File: config.mk
export PLATFORM = sky130hd
export DESIGN_NAME = pipelined_addsub_flat
export DESIGN_NICKNAME = d
export VERILOG_FILES = /design/src/rtl/pipelined_addsub_pkg.sv /design/src/rtl/pipelined_addsub_if.sv /design/src/rtl/pipelined_addsub_seg_stage.sv /design/src/rtl/pipelined_addsub.sv /design/src/flat_wrapper.sv
export SDC_FILE = /design/constraint.sdc
export NUM_CORES = 1
export LEC_CHECK = 0
export ABC_CLOCK_PERIOD_IN_PS = 15250
export CAP_MARGIN = 0
export CORE_MARGIN = 1
export CORE_UTILIZATION = 60
export DETAILED_ROUTE_END_ITERATION = 10
export PLACE_DENSITY = 0.94
export SYNTH_ARGS = -nofsm -noshare
export SYNTH_HDL_FRONTEND = slang
export SYNTH_SLANG_ARGS = --single-unit
File: constraint.sdc
create_clock -name clk -period 15.25 [get_ports clk]
set_input_delay 2.2875 -clock clk [delete_from_list [all_inputs] [get_ports clk]]
set_output_delay 2.2875 -clock clk [all_outputs]
set_load 0.005 [all_outputs]
File: src/rtl/pipelined_addsub_pkg.sv
// Shared helpers for the segmented add/subtract pipeline.
//   lat()    : advancing edges from operand sample to result (NSEG + 1)
//   cfg_ok() : legal WIDTH/SEG combination
//   seg_lo() : LSB position of the segment added by a given stage
package pipelined_addsub_pkg;

    function automatic int lat(input int width, input int seg);
        return width / seg + 1;
    endfunction

    function automatic bit cfg_ok(input int width, input int seg);
        return (seg >= 1) && (width >= seg) && ((width % seg) == 0);
    endfunction

    // Stage 1 adds segment 0, stage k adds segment k-1.
    function automatic int seg_lo(input int idx, input int seg);
        return (idx - 1) * seg;
    endfunction

endpackage

File: src/rtl/pipelined_addsub_if.sv
// Operand/result bundle of pipelined_addsub.
//   en        : pipeline advance (0 = every register holds)
//   valid_in  : operand qualifier
//   a, b      : operands
//   ci        : carry-in (add) / borrow-in (sub)
//   sub       : per-operation mode, 0 = add, 1 = subtract
//   valid_out : result qualifier
//   s         : sum/difference, modulo 2^WIDTH
//   co        : raw carry out of the MSB (sub: 1 = no borrow)
//   ov        : two's-complement signed overflow
interface pipelined_addsub_if #(
    parameter int WIDTH = 32
);
    logic             en;
    logic             valid_in;
    logic [WIDTH-1:0] a;
    logic [WIDTH-1:0] b;
    logic             ci;
    logic             sub;
    logic             valid_out;
    logic [WIDTH-1:0] s;
    logic             co;
    logic             ov;

    modport master (
        output en, valid_in, a, b, ci, sub,
        input  valid_out, s, co, ov
    );

    modport slave (
        input  en, valid_in, a, b, ci, sub,
        output valid_out, s, co, ov
    );
endinterface

File: src/rtl/pipelined_addsub_seg_stage.sv
// One segment of the carry pipeline: adds segment IDX-1 of the operands
// with the carry from the previous stage and registers everything the
// following stage needs.
//   clk, rst     : clock, async active-high reset
//   en_i         : advance; 0 holds all registers
//   valid_i/_o   : slot qualifier
//   c_i/c_o      : carry into / out of this segment
//   a_i/b_i      : operands (b already inverted for sub), forwarded as-is
//   s_i/s_o      : result so far; this stage fills in its own segment
//   ov_o         : signed overflow taken at this segment's MSB (only the
//                  last stage's value is architecturally meaningful)
module pipelined_addsub_seg_stage
    import pipelined_addsub_pkg::*;
#(
    parameter int WIDTH = 32,
    parameter int SEG   = 8,
    parameter int IDX   = 1
) (
    input  logic             clk,
    input  logic             rst,
    input  logic             en_i,
    input  logic             valid_i,
    input  logic             c_i,
    input  logic [WIDTH-1:0] a_i,
    input  logic [WIDTH-1:0] b_i,
    input  logic [WIDTH-1:0] s_i,
    output logic             valid_o,
    output logic             c_o,
    output logic             ov_o,
    output logic [WIDTH-1:0] a_o,
    output logic [WIDTH-1:0] b_o,
    output logic [WIDTH-1:0] s_o
);
    localparam int LO  = seg_lo(IDX, SEG);
    localparam int MSB = LO + SEG - 1;

    logic [SEG:0]     seg_sum;
    logic [WIDTH-1:0] s_d;
    logic             ov_d;

    logic [WIDTH-1:0] a_q, b_q, s_q;
    logic             c_q, v_q, ov_q;

    assign seg_sum = {1'b0, a_i[LO +: SEG]} + {1'b0, b_i[LO +: SEG]} + {{SEG{1'b0}}, c_i};

    always_comb begin
        s_d           = s_i;
        s_d[LO +: SEG] = seg_sum[SEG-1:0];
    end

    // Same-sign operands producing a differently-signed result; equivalent
    // to carry-into-MSB XOR carry-out-of-MSB without splitting the adder.
    assign ov_d = ~(a_i[MSB] ^ b_i[MSB]) & (a_i[MSB] ^ seg_sum[SEG-1]);

    // Lower operand bits are dead after their segment is added; they are
    // forwarded anyway and pruned by synthesis since nothing reads them.
    always_ff @(posedge clk or posedge rst) begin
        if (rst) begin
            a_q  <= '0;
            b_q  <= '0;
            s_q  <= '0;
            c_q  <= 1'b0;
            v_q  <= 1'b0;
            ov_q <= 1'b0;
        end else if (en_i) begin
            a_q  <= a_i;
            b_q  <= b_i;
            s_q  <= s_d;
            c_q  <= seg_sum[SEG];
            v_q  <= valid_i;
            ov_q <= ov_d;
        end
    end

    assign a_o     = a_q;
    assign b_o     = b_q;
    assign s_o     = s_q;
    assign c_o     = c_q;
    assign valid_o = v_q;
    assign ov_o    = ov_q;

endmodule

File: src/rtl/pipelined_addsub.sv
// Pipelined add/subtract unit. The carry ripples one SEG-bit segment per
// stage, so timing is independent of WIDTH. One result per advancing cycle,
// latency NSEG+1 advancing edges, all outputs straight from registers.
//   clk, rst : clock, async active-high reset
//   bus      : slave side of pipelined_addsub_if (operands in, result out)
module pipelined_addsub
    import pipelined_addsub_pkg::*;
#(
    parameter int WIDTH = 32,
    parameter int SEG   = 8
) (
    input  logic               clk,
    input  logic               rst,
    pipelined_addsub_if.slave  bus
);
    localparam int NSEG = WIDTH / SEG;

    if (!cfg_ok(WIDTH, SEG)) begin : g_bad_cfg
        $error("pipelined_addsub: WIDTH must be a positive multiple of SEG");
    end

    logic [WIDTH-1:0] a_d, a_q, b_d, b_q;
    logic             c_d, c_q, v_q;

    logic [WIDTH-1:0] a_w [NSEG+1];
    logic [WIDTH-1:0] b_w [NSEG+1];
    logic [WIDTH-1:0] s_w [NSEG+1];
    logic             c_w [NSEG+1];
    logic             v_w [NSEG+1];
    logic             ov_w [1:NSEG];

    // a - b - ci == a + ~b + ~ci, so the mode is folded in at the input
    // register and each slot carries its own mode implicitly.
    always_comb begin
        a_d = bus.a;
        b_d = bus.sub ? ~bus.b : bus.b;
        c_d = bus.sub ? ~bus.ci : bus.ci;
    end

    always_ff @(posedge clk or posedge rst) begin
        if (rst) begin
            a_q <= '0;
            b_q <= '0;
            c_q <= 1'b0;
            v_q <= 1'b0;
        end else if (bus.en) begin
            a_q <= a_d;
            b_q <= b_d;
            c_q <= c_d;
            v_q <= bus.valid_in;
        end
    end

    assign a_w[0] = a_q;
    assign b_w[0] = b_q;
    assign s_w[0] = '0;
    assign c_w[0] = c_q;
    assign v_w[0] = v_q;

    for (genvar k = 1; k <= NSEG; k++) begin : g_stage
        pipelined_addsub_seg_stage #(
            .WIDTH (WIDTH),
            .SEG   (SEG),
            .IDX   (k)
        ) u_stage (
            .clk     (clk),
            .rst     (rst),
            .en_i    (bus.en),
            .valid_i (v_w[k-1]),
            .c_i     (c_w[k-1]),
            .a_i     (a_w[k-1]),
            .b_i     (b_w[k-1]),
            .s_i     (s_w[k-1]),
            .valid_o (v_w[k]),
            .c_o     (c_w[k]),
            .ov_o    (ov_w[k]),
            .a_o     (a_w[k]),
            .b_o     (b_w[k]),
            .s_o     (s_w[k])
        );
    end

    assign bus.valid_out = v_w[NSEG];
    assign bus.s         = s_w[NSEG];
    assign bus.co        = c_w[NSEG];
    assign bus.ov        = ov_w[NSEG];

endmodule
File: src/flat_wrapper.sv
// flat-port wrapper written by rule: the top's interface ports become plain ports
module pipelined_addsub_flat import pipelined_addsub_pkg::*;
#(
    parameter int WIDTH = 32,
    parameter int SEG   = 8
)
  (clk, rst, bus_en, bus_valid_in, bus_a, bus_b, bus_ci, bus_sub, bus_valid_out, bus_s, bus_co, bus_ov);
  pipelined_addsub_if #(.WIDTH(WIDTH)) bus_i ();
  input  logic clk;
  input  logic rst;
  input wire logic [$bits(bus_i.en)-1:0] bus_en;
  input wire logic [$bits(bus_i.valid_in)-1:0] bus_valid_in;
  input wire logic [$bits(bus_i.a)-1:0] bus_a;
  input wire logic [$bits(bus_i.b)-1:0] bus_b;
  input wire logic [$bits(bus_i.ci)-1:0] bus_ci;
  input wire logic [$bits(bus_i.sub)-1:0] bus_sub;
  output wire logic [$bits(bus_i.valid_out)-1:0] bus_valid_out;
  output wire logic [$bits(bus_i.s)-1:0] bus_s;
  output wire logic [$bits(bus_i.co)-1:0] bus_co;
  output wire logic [$bits(bus_i.ov)-1:0] bus_ov;
  assign bus_i.en = bus_en;
  assign bus_i.valid_in = bus_valid_in;
  assign bus_i.a = bus_a;
  assign bus_i.b = bus_b;
  assign bus_i.ci = bus_ci;
  assign bus_i.sub = bus_sub;
  assign bus_valid_out = bus_i.valid_out;
  assign bus_s = bus_i.s;
  assign bus_co = bus_i.co;
  assign bus_ov = bus_i.ov;
  pipelined_addsub #(.WIDTH(WIDTH), .SEG(SEG)) u_core (.clk(clk), .rst(rst), .bus(bus_i));
endmodule
Word level (Yosys, flattened, before mapping). Cells that the tools add are included.

Flip-flop bits (word level): 347. Bits of input ports: 70. Output and inout bits: 35. Word-level logic and storage cells: 39.

Add/sub/neg operators: 8. Muxes and demuxes: 2. Bitwise gates (word level): 6.

Operators by type and width (number): 8-bit by 8-bit adder with 9-bit output (4); 9-bit by 1-bit adder with 9-bit output (4); 32-bit 2-to-1 mux (1); 32-bit NOT (1); 1-bit NOT (2); 1-bit XOR (2); 1-bit AND (1); 1-bit 2-to-1 mux (1).

Longest topological paths before layout.
Depth after elaboration: 4. Mapped depth: 8. Gate-level depth less buffers: 8.

Cells and area by module. Synthesis repeated with hierarchy kept, for this count alone.

Cell total of the unflattened synthesis: 1293. Area, all modules: 19090.8 um2.

Modules (own cells, without submodules): pipelined_addsub_seg_stage at u_core.g_stage[3].u_stage ... (times used 2, cells an instance 271, area each 4055.1 um2, sequential area each 2477.4 um2); pipelined_addsub_seg_stage at u_core.g_stage[1].u_stage ... (times used 2, cells an instance 268, area each 4048.9 um2, sequential area each 2477.4 um2); pipelined_addsub (times used 1, cells an instance 215, area each 2882.8 um2, sequential area each 1651.6 um2).

Least setup slack after synthesis. Ideal clock, no wire load.

Path type: in2reg. Start point: input bus_en. End point: register u_core.g_stage[1].u_stage.a_q[10]. Library setup time: 125 ps. Arrival: 3163 ps. Data required time: 15125 ps. Path slack: 11963 ps. Stages on the path: 4. Path buffers: 3. Path through: buf_2 -> buf_2 -> buf_2 -> mux2_2.

RTL lines: start: declaration (line flat_wrapper.sv:11) `input wire logic [$bits(bus_i.en)-1:0] bus_en;`; end signal: assignment (line pipelined_addsub_seg_stage.sv:66) `a_q <= a_i;`; end: declaration (line pipelined_addsub_seg_stage.sv:41) `logic [WIDTH-1:0] a_q, b_q, s_q;`.

No word-level cell between the ends.

Worst setup path after layout.
Start point: input bus_en. End point: register u_core.g_stage[2].u_stage.a_q[22].

RTL lines (line): end signal: assignment (pipelined_addsub_seg_stage.sv:66); end: declaration (pipelined_addsub_seg_stage.sv:41).

No word-level cell between the ends.

==> flow_summary_export.csv <==
group,metric,value,unit
run_status,outcome,"finished clean",
clock_network,cts-root-buf,"clkbuf_16",
detailed_routing,ant_nets,0,
clock_network,cts_buffer_depth,3,
setup_path,required,15640,ps
timing,grt_setup_unrepaired,"false",
global_routing,grt_remaining_overflow,0,
power_and_ir_drop,peakVddDrop,0.102,mV
clock_network,post_cts.repair.setup_buffers,0,
timing,hold_violations,0,
final_layout,final_common_cell,"dfrtp_1",
power_and_ir_drop,seqPwrFrac,46.2,%
final_layout,layoutNonFillerInstCount,1111,
final_layout,num_antenna_cells,0,
logic_synthesis,ys_warn_count,0,
die,initial_core_util,61.6,%
logic_synthesis,synthesis.nets,881,
clock_network,ctsResizeCount,0,
logic_synthesis,ys_types,32,
power_and_ir_drop,clockPowerShare,28.9,%
clock_network,clkSinkCount,251,
timing,fin_skew,7.15,ps
logic_synthesis,avgSynthCellArea,13.8,um^2
power_and_ir_drop,p_int,1.50,mW
detailed_routing,drt-vias-per-instance,5.61,
timing,slew_viol_final,0,
die,die_w,135,um
timing,tightest_slew,1080,ps
timing,whs,480,ps
placed_design,gp_congestion,0.735,
die,fp-row-count,48,
clock_network,cts_tree,"yes",
hold_path,hold_path_class,"flop to flop",
timing,finalCritPeriodShare,25.1,%
timing,period_minus_slack,3820,ps
power_and_ir_drop,p_leak,5.32,nW
timing,fmax,262,MHz
setup_path,arrival,4210,ps
setup_path,critPathMaxFanout,100,
global_routing,grt_antenna_before_repair,0,
power_and_ir_drop,power_density,162,mW/mm^2
detailed_routing,vias,6228,
global_routing,grt_usage,21.8,%
placed_design,port_buffers,104,
clock_network,clk_pin_slew,60,ps
timing,setup_tns,0,ps
timing,slew_headroom,27.9,%
final_layout,area_growth,18.5,%
logic_synthesis,syn_inst,775,
clock_network,ctsHoldBuffers,0,
timing,finalSetupViolations,0,
power_and_ir_drop,power,2.05,mW
die,die_height,135,um
die,die_area,0.0184,mm^2
power_and_ir_drop,switching_share,26.8,%
final_layout,layout.nets,977,
power_and_ir_drop,p_comb_share,24.9,%
logic_synthesis,syn_area,0.0107,mm^2
global_routing,grt_pass1_wl,31600,um
clock_network,cts_buffers,24,
setup_path,endpoint_kind,"flop",
setup_path,critical_path.slowest_cell,"buf_4",
global_routing,grt_max_degree,101,
clock_network,insertion_delay,510,ps
placed_design,dpl.cell_count,1070,
detailed_routing,drtIter0Drc,340,
die,ioPinCount,105,
final_layout,final_cell_mix,"dfrtp_1 (251), mux2_2 (193), clkdlybuf4s50_1 (102)",
global_routing,grt_pass1_vias,6424,
detailed_routing,drt_wl_total,19100,um
power_and_ir_drop,power.switching,0.550,mW
setup_path,cp_cell_sequence,"buf_8 -> buf_4 -> mux2_2",
placed_design,dpl.hpwl,11900,um
run,max-cap-violations,0,
setup_path,critPathLaunchType,"input port",
final_layout,drive_gt1_share,27.2,%
detailed_routing,wire_per_inst,17.2,um
setup_path,cpPeakStageDelay,950,ps
die,fp.coreArea,0.0174,mm^2
detailed_routing,drc,0,
clock_network,cts_max_level,1,
setup_path,path_class,"input port to flop",
detailed_routing,firstDrtPassIters,4,
logic_synthesis,synth_seq_area_share,58.8,%
logic_synthesis,synth-seq-cells,251,
sequential cells by signal (all words and copies together) (netlist names):
name,count
u_core.g_stage.u_stage.s_o,80
u_core.g_stage.u_stage.a_o,48
u_core.g_stage.u_stage.b_o,48
u_core.a_q,32
u_core.b_q,32
u_core.g_stage.u_stage.c_o,4
u_core.g_stage.u_stage.valid_o,4
u_core.c_q,1
u_core.g_stage.u_stage.ov_o,1
u_core.v_q,1
power by group through the flow:
stage | registers [mW] | clock network, mW | logic (mW)
2_1_floorplan | 0.922 | 0 | 0.333
3_3_place_gp | 0.944 | 0 | 0.482
3_5_place_dp | 0.954 | 0 | 0.506
4_1_cts | 0.947 | 0.605 | 0.515
5_1_grt | 0.967 | 0.631 | 0.559
6_report | 0.946 | 0.593 | 0.510
through the flow:
step,util (%),cell area (um^2),setup slack (ps)
floorplan,-,10700,6060
global placement,68.4,11900,10950
detailed placement,68.4,11900,10920
CTS,73.0,12700,11450
global route,73.0,12700,11210
finish,73.0,12700,11430
layer usage:
metal	wire length, um	vias up	share of wire (%)	global-route usage, %
met2	9470	136	50	37.4
li1	-	2914	-	-
met3	735	40	3.9	3.22
met5	0	-	0	0
met4	475	0	2.5	6.62
met1	8390	3138	44	28.8
critical path: cells and delay by family:
family | cells | cell delay (ps)
buffers and inverters | 2 | 1410
muxes | 1 | 430
Yosys cell counts:
master / instances / area, um^2
o31ai_1: 3 / 22.5
o22ai_1: 1 / 6.26
a21oi_1: 48 / 240
buf_1: 2 / 7.51
o21ai_0: 18 / 90.1
xor2_1: 7 / 61.3
nor2b_4: 2 / 27.5
a211oi_1: 11 / 82.6
mux2i_1: 2 / 20.0
ha_1: 28 / 350
o21a_1: 7 / 52.6
a222oi_1: 1 / 10.0
o31a_1: 4 / 35.0
inv_1: 13 / 48.8
buf_2: 27 / 135
fa_1: 8 / 160
mux2_2: 193 / 2170
nand2b_1: 2 / 12.5
nor3_1: 6 / 30.0
o21bai_1: 1 / 7.51
xnor2_1: 41 / 359
clkbuf_1: 9 / 33.8
nor2b_1: 2 / 12.5
a21o_1: 10 / 75.1
dfrtp_1: 251 / 6280
nand2_1: 13 / 48.8
nor2_1: 53 / 199
a31oi_1: 3 / 18.8
o311ai_2: 2 / 32.5
o211ai_1: 3 / 22.5
o2bb2ai_1: 3 / 26.3
or2_2: 1 / 6.26
cell families after synthesis:
group                      Yosys count  synth area share, %
DFF                                251                 58.8
muxes                              195                 20.5
AOI/OAI and AO/OA                  115                 6.75
and+or+nand+nor                     79                 3.15
buffers and inverters               51                 2.11
xor gates and xnor gates            48                 3.93
adders and majority gates           36                 4.78
worst paths after layout:
| check | from | end | slack [ps] | cells past startpoint |
|---|---|---|---|---|
| max | bus_en | u_core.g_stage[2].u_stage.a_o[22]$_DFFE_PP0P_ | 11430 | 3 |
| min | u_core.g_stage[2].u_stage.s_o[14]$_DFFE_PP0P_ | u_core.g_stage[2].u_stage.s_o[14]$_DFFE_PP0P_ | 480 | 1 |
| max reg2reg | u_core.g_stage[2].u_stage.c_o$_DFFE_PP0P_ | u_core.g_stage[3].u_stage.s_o[22]$_DFFE_PP0P_ | 12810 | 7 |
| min reg2reg | u_core.g_stage[2].u_stage.s_o[14]$_DFFE_PP0P_ | u_core.g_stage[2].u_stage.s_o[14]$_DFFE_PP0P_ | 480 | 1 |
| max in group asynchronous | rst | u_core.b_q[9]$_DFFE_PP0P_ | 11550 | 3 |
| min in group asynchronous | rst | u_core.g_stage[4].u_stage.s_o[3]$_DFFE_PP0P_ | 2260 | 2 |
layout make-up:
| type | instances | area [um^2] |
|---|---|---|
| inverters | 13 | 56.3 |
| clock buffers | 38 | 754 |
| well taps | 225 | 282 |
| repair buffers | 108 | 1070 |
| flip-flops and latches | 251 | 6280 |
| multi-input cells | 473 | 4180 |
| fillers | 1099 | 4690 |
| clock inverters | 3 | 42.5 |
Power figures use the tool's default switching activity.
